File: config.mk
export PLATFORM = sky130hd
export DESIGN_NAME = pwm_period_gen
export DESIGN_NICKNAME = d
export VERILOG_FILES = /design/src/rtl/pwm_pkg.sv /design/src/rtl/pwm_cnt_seg.sv /design/src/rtl/pwm_period_gen.sv
export SDC_FILE = /design/constraint.sdc
export NUM_CORES = 1
export LEC_CHECK = 0
export ABC_AREA = 1
export BUFFER_PORTS_ARGS = -buffer_cell sky130_fd_sc_hd__buf_2
export CORE_MARGIN = 4
export CORE_UTILIZATION = 40
export DETAILED_ROUTE_END_ITERATION = 8
export PLACE_DENSITY = 0.63
export SLEW_MARGIN = 20
export SYNTH_ARGS = -nofsm -noshare
export SYNTH_HDL_FRONTEND = slang
export SYNTH_SLANG_ARGS = --single-unit
File: constraint.sdc
create_clock -name CLK -period 1.9 [get_ports CLK]
set_clock_uncertainty 0.15 [all_clocks]
set_input_delay 0.095 -clock CLK [delete_from_list [all_inputs] [get_ports CLK]]
set_output_delay 0.095 -clock CLK [all_outputs]
set_load 0.02 [all_outputs]
File: src/rtl/pwm_pkg.sv
// Shared widths and types for the PWM period and duty-cycle counters.
package pwm_pkg;
    localparam int PWM_CNT_W   = 32;
    localparam int PWM_SEG_W   = 8;
    localparam int PWM_PRESC_W = 8;

    typedef logic [PWM_CNT_W-1:0] pwm_cnt_t;
endpackage

File: src/rtl/pwm_cnt_seg.sv
// One slice of the segmented period down-counter.
// The zero flag is registered, so a borrow never ripples through segment values.
module pwm_cnt_seg #(
    parameter int SEG_W = 8
) (
    input  logic             clk,
    input  logic             rst,
    input  logic             load,
    input  logic             dec,
    input  logic [SEG_W-1:0] load_val,
    output logic [SEG_W-1:0] seg,
    output logic             zero
);
    // zero always equals (seg == 0); it is computed from the value being written
    always_ff @(posedge clk) begin
        if (rst) begin
            seg  <= '0;
            zero <= 1'b1;
        end else if (load) begin
            seg  <= load_val;
            zero <= (load_val == '0);
        end else if (dec) begin
            seg  <= seg - 1'b1;
            zero <= (seg == SEG_W'(1));
        end
    end
endmodule

File: src/rtl/pwm_period_gen.sv
// Prescaled PWM period generator built from a segmented down-counter.
// Define PWM_PERIOD_LIVE_CNT_EN to get a registered live copy of the counter on CUR_CNT.
module pwm_period_gen
    import pwm_pkg::*;
#(
    parameter int CNT_W   = PWM_CNT_W,
    parameter int SEG_W   = PWM_SEG_W,
    parameter int PRESC_W = PWM_PRESC_W
) (
    input  logic               CLK,
    input  logic               RST,
    input  logic               PWM_EN,
    input  logic               ONE_SHOT,
    input  logic               PERIOD_TOGGLE,
    input  logic [CNT_W-1:0]   PERIOD_REG,
    input  logic [PRESC_W-1:0] PRESC_REG,
    output logic               FREQ_COUNTER_EN,
    output logic               RUNNING,
    output logic               DONE,
    output logic [CNT_W-1:0]   CUR_CNT
);
    // CNT_W must be a whole number of segments
    localparam int NSEG = CNT_W / SEG_W;

    logic [CNT_W-1:0]   period_sh;
    logic [CNT_W-1:0]   cnt;
    logic [PRESC_W-1:0] presc_sh;
    logic [PRESC_W-1:0] presc_cnt;
    logic [NSEG-1:0]    seg_zero;
    logic [NSEG-1:0]    seg_dec;
    logic [NSEG-1:0]    low_zero;
    logic               active;
    logic               tick;
    logic               cnt_zero;
    logic               tc;
    logic               cnt_load;

    always_comb begin
        active   = PWM_EN && !DONE;
        tick     = (presc_cnt == presc_sh);
        cnt_zero = &seg_zero;
        tc       = active && tick && cnt_zero;
        cnt_load = !PWM_EN || tc;
    end

    assign low_zero[0] = 1'b1;

    genvar g;
    generate
        for (g = 0; g < NSEG; g++) begin : g_seg
            if (g > 0) begin : g_chain
                assign low_zero[g] = low_zero[g-1] & seg_zero[g-1];
            end
            // a segment borrows only when every segment below it is at zero
            assign seg_dec[g] = active && tick && !cnt_zero && low_zero[g];

            pwm_cnt_seg #(.SEG_W(SEG_W)) u_seg (
                .clk      (CLK),
                .rst      (RST),
                .load     (cnt_load),
                .dec      (seg_dec[g]),
                .load_val (period_sh[g*SEG_W +: SEG_W]),
                .seg      (cnt[g*SEG_W +: SEG_W]),
                .zero     (seg_zero[g])
            );
        end
    endgenerate

    always_ff @(posedge CLK) begin
        if (RST) begin
            period_sh       <= '0;
            presc_sh        <= '0;
            presc_cnt       <= '0;
            FREQ_COUNTER_EN <= 1'b0;
            RUNNING         <= 1'b0;
            DONE            <= 1'b0;
        end else begin
            if (!PWM_EN || PERIOD_TOGGLE) begin
                period_sh <= PERIOD_REG;
                presc_sh  <= PRESC_REG;
            end
            FREQ_COUNTER_EN <= tc;
            if (!PWM_EN) begin
                presc_cnt <= '0;
                DONE      <= 1'b0;
                RUNNING   <= 1'b0;
            end else if (!DONE) begin
                presc_cnt <= tick ? '0 : presc_cnt + 1'b1;
                if (tc && ONE_SHOT) begin
                    DONE    <= 1'b1;
                    RUNNING <= 1'b0;
                end else begin
                    RUNNING <= 1'b1;
                end
            end else begin
                RUNNING <= 1'b0;
            end
        end
    end

`ifdef PWM_PERIOD_LIVE_CNT_EN
    always_ff @(posedge CLK) begin
        if (RST) CUR_CNT <= '0;
        else     CUR_CNT <= cnt;
    end
`else
    assign CUR_CNT = '0;
`endif
endmodule

==> flow_summary.yaml, run 1 <==
timing:
  setup-violations-final: 0
  fin_ws_ns: 0.0334
  period_share: 0.982
  hold_slack_ns: 0.0276
  timing.fmax_ghz: 0.536
  slew_violations: 0
  period_needed_ns: 1.87
  final_hold_viol_count: 0
  rsz0062_at_grt: "yes"
drt:
  wl_mm: 11.4
  post-route-drc-count: 0
  dr.pass1.iters: 5
  wl_met2_mm: 5.66
  antenna_left: 0
  met3_length_um: 506
  drt-initial-drc-count: 205
  vias_per_cell: 4.75
  vias: 4402
  topRoutingLayerUsed: "met4"
  wl_per_cell_um: 12.3
  wl_met1_mm: 5.01
floorplan:
  fp.dieH_um: 116
  fp.dieArea_um2: 13400
  core_area_um2: 11400
  rows: 39
  chipWidth_um: 116
  pin_count: 80
  initial_core_util: 0.409
clocking:
  clk_path_buf_depth: 2
  clk_latency_ns: 0.34
  cts_max_level: 3
  cts_sinks: 87
  root_buffer: "clkbuf_16"
  clkSlewWorstSetupHoldPaths_ns: 0.06
  cts_buffers: 9
  cts_tree: "built"
pwr:
  p_leak_nw: 2.80
  power_density_nw_per_um2: 782
  power.total_mw: 4.65
  ir_drop_uv: 431
final_layout:
  areaGrowthSynthToFinish_pct: 28.0
  post_layout_nonfiller_instances: 926
  layout-drive-gt1-share: 0.161
  fin_nets: 832
  diodes: 0
global_routing:
  antenna_found_initial: 0
  grt_max_degree: 36
  grt_pass1_vias: 4218
  gr-total-overflow: 0
  grt_pass1_wl_mm: 18.6
  track_usage: 0.172
setup_path:
  startpoint_type: "flop"
  crit_path_end_kind: "flop"
  reg2reg_slack_ns: 0.03
  cp_max_fo: 6
  required_ns: 2.02
  worstSetupPathType: "flop to flop"
  cp.arrival_ns: 1.98
place:
  dp_hpwl_mm: 7.62
  portBuffers: 47
  place.gp.congestion: 0.820
  placedCellCount: 860
  dp_worst_setup_slack_ns: -0.0148
synthesis:
  synthArstFlopShare: 0
  synth_cells: 679
  synth-main-ff-cell: "dfxtp_1"
  postSynthAreaPerCell_um2: 6.84
  seq_area_frac_synth: 0.375
  ys_warn_count: 0
  syn-cell-area_um2: 4650
  synth-seq-cells: 87
  synth_edf_count: 0
  synth_cell_types: 33
min_path:
  hp-class: "input pin to flop"
run:
  drv_cap: 0
status:
  outcome: "complete, no violations"
[power by group]
| part | internal (mW) | switching, mW | leakage, nW |
|---|---|---|---|
| Combinational | 0.382 | 0.534 | 1.93 |
| Clock | 0.995 | 0.704 | 0.143 |
| Sequential | 1.95 | 0.0854 | 0.723 |
| Total | 3.32 | 1.32 | 2.80 |
[cells in the final DEF (no fill, tap or decap), types with 3 or more instances in the layout]
master         Yosys  layout
nor3_1             8       8
xnor2_1            7       7
nor2_4             0       4
dfxtp_2            0       8
buf_4             32      16
nand4_1            8       8
inv_1             83      79
nand3_1           54      54
clkbuf_8           0       3
a21oi_1           61      61
nor2_1            95      83
clkinv_1           3       3
buf_2              6      47
o211ai_1           3       3
ha_1               9       9
nand2_2            2       3
buf_12             0       3
buf_6              2       3
nor4_1             9       9
conb_1             1      32
clkbuf_16          0      12
dlygate4sd3_1      0      44
inv_2              5       8
nand2_1          109     107
o21ai_1            4       4
nor2_2             0       8
dfxtp_1           87      79
o21ai_0           43      43
xor2_1            18      18
[stage by stage]
step / instance area, um^2 / setup TNS [ns] / utilization
finish: 5950 / 0 / 0.523
detailed placement: 5000 / -0.0191 / 0.440
global route: 5950 / -1.07 / 0.523
global placement: 5000 / 0 / 0.440
floorplan: 4760 / 0 / -
CTS: 5730 / 0 / 0.504
[logic make-up after synthesis]
logic type      share of synthesized area
buf+inv                             0.152
compound gates                      0.131
flops                               0.375
fa+ha+maj                          0.0242
other cells                      0.000807
xor+xnor                           0.0471
simple gates                        0.270
[what timing repair did]
action | in CTS | in global routing
buffers inserted | 0 | 3
setup endpoints to repair | 3 | 37
gates resized for setup | 1 | 38
hold buffers | 44 | 0
pin swaps | 0 | 15
gates cloned | 0 | 3
endpoints found under the hold margin | 43 | 0
[worst max-delay path, stage by stage, from the launching register on]
cell and delay (ns):
dfxtp_1 0.36, inv_2 0.03, nand2_1 0.05, nand2_1 0.06
nor2_2 0.14, nand2_2 0.11, nor2_8 0.15, buf_6 0.13
nand4_4 0.14, clkbuf_16 0.21, nor2_1 0.08, nor2_1 0.05
a21oi_1 0.12
[Yosys cell counts, drive strengths merged (7+ instances only)]
library cell | instances | area share
ha | 9 | 0.024
nor4 | 9 | 0.012
dfxtp | 87 | 0.37
buf | 40 | 0.063
nand4 | 9 | 0.013
a21oi | 62 | 0.068
xor2 | 18 | 0.034
clkbuf | 19 | 0.015
nand3 | 55 | 0.060
xnor2 | 7 | 0.013
nor3 | 8 | 0.0086
o21ai | 47 | 0.051
inv | 88 | 0.071
nand2 | 111 | 0.091
nor2 | 96 | 0.081
[routing by layer]
metal,GRT usage,vias to the layer above
met5,0,-
met4,0.0665,0
met3,0.0366,14
met2,0.303,93
met1,0.203,1996
li1,-,2299
[state kept, by name (all words and copies together) (netlist names)]
register          cells
FREQ_COUNTER_EN       1
g_seg.u_seg.seg      32
period_sh            32
presc_sh              8
g_seg.u_seg.zero      4
RUNNING               1
presc_cnt             8
DONE                  1
[path summary, 6_finish.rpt]
path	startpoint	to	cells past startpoint
worst max-delay path	presc_cnt[6]	g_seg[1].u_seg.seg[5]	12
worst min-delay path	RST	g_seg[3].u_seg.seg[3]	3
worst max register to register	presc_cnt[6]	g_seg[1].u_seg.seg[5]	12
worst min register to register	presc_sh[3]	presc_sh[3]	2
[area by class of cell]
type	instances	area, um^2
fill	1091	5420
multi-input combinational	473	2420
sequential	87	1750
timing repair buffer	116	965
inverter	91	347
clock buffer	14	274
tap	143	179
clock inverter	2	13.8
No activity file was read; power rests on OpenSTA's default activity.
==> run 2: changes to the inputs <==
- CORE_MARGIN: 4 -> 3
- MAX_ROUTING_LAYER: default -> met4
==> run 2 against run 1 <==
- non-clock buffer count decreased by 5
- utilization increased by 1.8 points
- count of clock-buffer cells in the layout decreased by 2
- combinational power increased by 2%
- critical endpoint is now g_seg[3].u_seg.seg[3]
==> flow_summary.yaml, run 2 (synthesis results as in run 1) <==
timing:
  period_needed_ns: 1.84
  rsz0062_at_grt: "yes"
  timing.fmax_ghz: 0.545
  fin_ws_ns: 0.0648
  period_share: 0.966
  final_hold_viol_count: 0
  slew_violations: 0
  setup-violations-final: 0
setup_path:
  critPathMaxStageDelay_ns: 0.35
  required_ns: 2.02
  critical-path-top-delay-family: "simple AND/OR/NAND/NOR gates"
  crit_path_end_kind: "flop"
  cp_max_fo: 20
  crit_path_cell_trace: "inv_2 > nand2_1 > nand2_1 > nor2_1 > nand2_2 > nor2_8 > nand3_4 > buf_12 > a21oi_1 > nor2_1 > a21oi_1"
  startpoint_type: "flop"
  cp.buffers_inverters: 2
  worstSetupPathType: "flop to flop"
  cp.arrival_ns: 1.96
  crit_slowest_cell: "dfxtp_1"
clocking:
  clk_latency_ns: 0.34
  clkSlewWorstSetupHoldPaths_ns: 0.06
  cts_tree: "built"
  clk_path_buf_depth: 2
  cts_max_level: 3
  cts_buffers: 9
  root_buffer: "clkbuf_16"
  cts_sinks: 87
final_layout:
  top_regs: "g_seg.u_seg.seg (32), period_sh (32)"
  design_area_um2: 5990
  final_cell_mix: "nand2_1, nor2_1, dfxtp_1, inv_1, a21oi_1"
  diodes: 0
  fin_nets: 827
  fin_util: 0.541
  final_common_cell: "nand2_1"
  areaGrowthSynthToFinish_pct: 29.0
  layout-drive-gt1-share: 0.199
global_routing:
  gr-total-overflow: 0
  grt_pass1_vias: 4225
  track_usage: 0.181
  grt_max_degree: 35
  antenna_found_initial: 0
  grt_pass1_wl_mm: 18.7
place:
  dp_worst_setup_slack_ns: -0.00132
  portBuffers: 47
  place_area_um2: 4980
  place.gp.congestion: 0.866
  dp_hpwl_mm: 7.80
min_path:
  hp-class: "input pin to flop"
drt:
  wl_mm: 11.6
  vias_per_cell: 4.84
  antenna_left: 0
  drt-initial-drc-count: 157
  dr.pass1.iters: 5
  wl_per_cell_um: 12.7
  vias: 4437
  post-route-drc-count: 0
pwr:
  ir_drop_uv: 473
  p_leak_nw: 2.81
  power_density_nw_per_um2: 774
floorplan:
  chipWidth_um: 114
  fp.dieH_um: 114
  pin_count: 80
  fp.dieArea_um2: 12900
  core_area_um2: 11100
  rows: 38
  initial_core_util: 0.419
status:
  outcome: "complete, no violations"
run:
  drv_cap: 0
==> run 2: cell type report <==
type                       instances  area, um^2
clock buffer                      12         267
clock inverter                     3        17.5
fill                            1004        5090
inverter                          91         347
multi-input combinational        473        2520
sequential                        87        1750
tap                              140         175
timing repair buffer             111         910
==> run 2: power by group <==
| part | switching, mW | internal (mW) | total [mW] | leakage (nW) |
|---|---|---|---|---|
| Clock | 0.688 | 0.980 | 1.67 | 0.140 |
| Combinational | 0.550 | 0.382 | 0.932 | 1.94 |
| Sequential | 0.0906 | 1.95 | 2.04 | 0.723 |
| Total | 1.33 | 3.31 | 4.64 | 2.81 |
==> run 2: metrics by stage <==
step           hold WS (ns)  setup TNS [ns]  std cells  power (mW)
2_1_floorplan         0.112               0        710        2.69
3_3_place_gp          0.193               0        855        2.83
3_5_place_dp          0.199        -0.00132        855        2.85
4_1_cts              0.0651               0        912        4.59
5_1_grt               0.101           -1.50        917        4.88
6_report             0.0845               0        917        4.64
==> run 2: worst min-delay path, delay by kind of cell <==
kind,cells,cell delay (ns)
buf+inv,2,0.26
compound gates,1,0.13
simple gates,1,0.05
==> run 2: layer usage <==
| layer | global-route usage | vias up | wire [um] |
|---|---|---|---|
| met3 | 0.0244 | 22 | 456 |
| met5 | - | - | 0 |
| met1 | 0.217 | 2033 | 5260 |
| li1 | - | 2285 | - |
| met4 | 0.0736 | 0 | 234 |
| met2 | 0.308 | 97 | 5660 |
==> run 2: worst paths after layout <==
check | slack [ns] | end | cells after the start | from
worst max-delay path | 0.06 | g_seg[3].u_seg.seg[3] | 11 | presc_cnt[5]
worst min-delay path | 0.08 | presc_sh[3] | 4 | PERIOD_TOGGLE
worst min register to register | 0.31 | presc_sh[1] | 2 | presc_sh[1]
worst max register to register | 0.06 | g_seg[3].u_seg.seg[3] | 11 | presc_cnt[5]
==> run 2: repair_timing <==
| item | 4_1_cts | 5_1_grt |
|---|---|---|
| pin swaps | 0 | 26 |
| resized for setup | 1 | 74 |
| setup endpoints to repair | 1 | 39 |
| setup buffers | 0 | 2 |
| cloned | 0 | 3 |
| hold endpoints to repair | 49 | 0 |
| hold buffers | 42 | 0 |
==> run 3: changes to the inputs <==
- CORE_UTILIZATION: 40 -> 51
- PLACE_DENSITY: 0.63 -> 0.77
==> run 3 against run 2 <==
- the flow now finishes with violations (setup timing)
- clock power fell by 20%
- non-clock buffer count up 15
- register-to-register slack got worse by 0.09 ns
- sequential cell count unchanged
==> flow_summary.yaml, run 3 (synthesis results as in run 1) <==
clocking:
  clk_path_buf_depth: 2
  cts_buffers: 9
  cts_sinks: 87
  root_buffer: "clkbuf_8"
  cts_max_level: 3
  clkSlewWorstSetupHoldPaths_ns: 0.09
  clk_latency_ns: 0.36
  cts_tree: "built"
setup_path:
  reg2reg_slack_ns: -0.02
  required_ns: 2.03
  rr_worst_depth: 13
  timing.rr.end: "g_seg[2].u_seg.seg[7]"
  cp-startpoint: "presc_cnt[1]"
  cp_max_fo: 8
  cp.arrival_ns: 2.05
  startpoint_type: "flop"
  worstSetupPathType: "flop to flop"
  r2r_start: "presc_cnt[1]"
  crit_path_end_kind: "flop"
global_routing:
  grt_pass1_wl_mm: 18.7
  antenna_found_initial: 0
  gr-total-overflow: 0
  track_usage: 0.230
  grt_pass1_vias: 4245
  grt_max_degree: 40
place:
  place.gp.congestion: 0.942
  portBuffers: 47
  dp_hpwl_mm: 7.61
  place_area_um2: 4940
run:
  drv_cap: 0
floorplan:
  fp.dieH_um: 101
  rows: 34
  core_area_um2: 8810
  initial_core_util: 0.528
  pin_count: 80
  chipWidth_um: 101
  fp.dieArea_um2: 10300
timing:
  timing.fmax_ghz: 0.520
  tightest_slew_ns: 0.607
  rsz0062_at_grt: "yes"
  period_share: 1.01
  slew-limit-headroom: 0.594
  setup-violations-final: 1
  final_hold_viol_count: 0
  fin_ws_ns: -0.0248
  period_needed_ns: 1.92
  slew_violations: 0
status:
  violations: "setup timing"
  outcome: "finished, violations left"
drt:
  vias_per_cell: 5.17
  dr.pass1.iters: 5
  wl_mm: 12.0
  wl_per_cell_um: 13.3
  antenna_left: 0
  vias: 4654
  post-route-drc-count: 0
  drt-initial-drc-count: 250
pwr:
  power_density_nw_per_um2: 732
  p_leak_nw: 2.80
  ir_drop_uv: 516
final_layout:
  fin_util: 0.669
  n_fill_cell: 699
  top_regs: "g_seg.u_seg.seg (32), period_sh (32)"
  areaGrowthSynthToFinish_pct: 26.8
  fin_nets: 842
  final_cell_mix: "nand2_1, nor2_1, inv_1"
  layout-drive-gt1-share: 0.183
  diodes: 0
  design_area_um2: 5890
  final_common_cell: "nand2_1"
min_path:
  min_from: "PERIOD_TOGGLE"
  hold_depth: 4
  min_to: "period_sh[5]"
  hp-class: "input pin to flop"
[run 3: cell types whose count changed in the layout (fill, tap and decap cells not counted), sizes merged]
cell and delta:
dlygate4sd3 +6, clkinvlp +2, clkinv -1, buf +7, inv +1, bufinv +1
[run 3: what timing repair did]
action,in CTS,in global routing
hold endpoints to repair,48,0
gates resized for setup,3,46
hold buffers,48,0
setup endpoints to repair,6,50
pin swaps,0,11
buffers inserted,0,10
cloned,0,3
[run 3: metal layers]
layer  up-vias  global-route usage  share of wire
li1       2324                   -              -
met4         0              0.0879          0.028
met2       166               0.391           0.50
met3        40              0.0344          0.053
met5         -                   -              0
met1      2124               0.274           0.42
[run 3: power breakdown]
group / switching (mW) / total [mW] / internal (mW)
clock network: 0.683 / 1.33 / 0.650
logic: 0.552 / 0.948 / 0.396
registers: 0.0881 / 2.03 / 1.94
[run 3: final cells by class]
type | count | area, um^2 | area share
Timing Repair Buffer | 126 | 1040 | 0.177
Clock buffer | 10 | 138 | 0.0234
Sequential cell | 87 | 1760 | 0.299
Multi-Input combinational cell | 473 | 2400 | 0.407
Inverter | 91 | 348 | 0.0590
Clock inverter | 6 | 67.6 | 0.0115
Tap cell | 108 | 135 | 0.0229
[run 3: stage by stage]
| stage | cells | setup WS, ns | setup TNS (ns) | power, mW | hold WS [ns] |
|---|---|---|---|---|---|
| global placement | 824 | 0.0606 | 0 | 2.82 | 0.192 |
| finish | 901 | -0.0248 | -0.0248 | 4.31 | 0.0847 |
| global route | 901 | -0.0871 | -1.19 | 4.53 | 0.102 |
| floorplan | 710 | 0.160 | 0 | 2.69 | 0.112 |
| CTS | 888 | 0.00465 | 0 | 4.24 | 0.107 |
| detailed placement | 824 | -0.0128 | -0.0275 | 2.84 | 0.207 |
[run 3: worst max-delay path by stage]
stage	endpoint	slack (ns)
detailed placement	g_seg[3].u_seg.zero	-0.01
global route	g_seg[2].u_seg.seg[7]	-0.09
CTS	period_sh[7]	0.005
floorplan	g_seg[0].u_seg.seg[5]	0.16
finish	g_seg[2].u_seg.seg[7]	-0.02
global placement	g_seg[0].u_seg.zero	0.06
[run 3: critical path, cell delays in order, from the launching register on]
cell and delay (ns):
dfxtp_2 0.35, inv_1 0.05, nand2_1 0.06, nand2_1 0.08, nor2_2 0.13, nand2_2 0.10, nor2_8 0.18, nand3_4 0.12
nand2_8 0.15, clkbuf_16 0.15, nand2_1 0.05, nand2_1 0.07, nor2_1 0.05, nor2_1 0.15
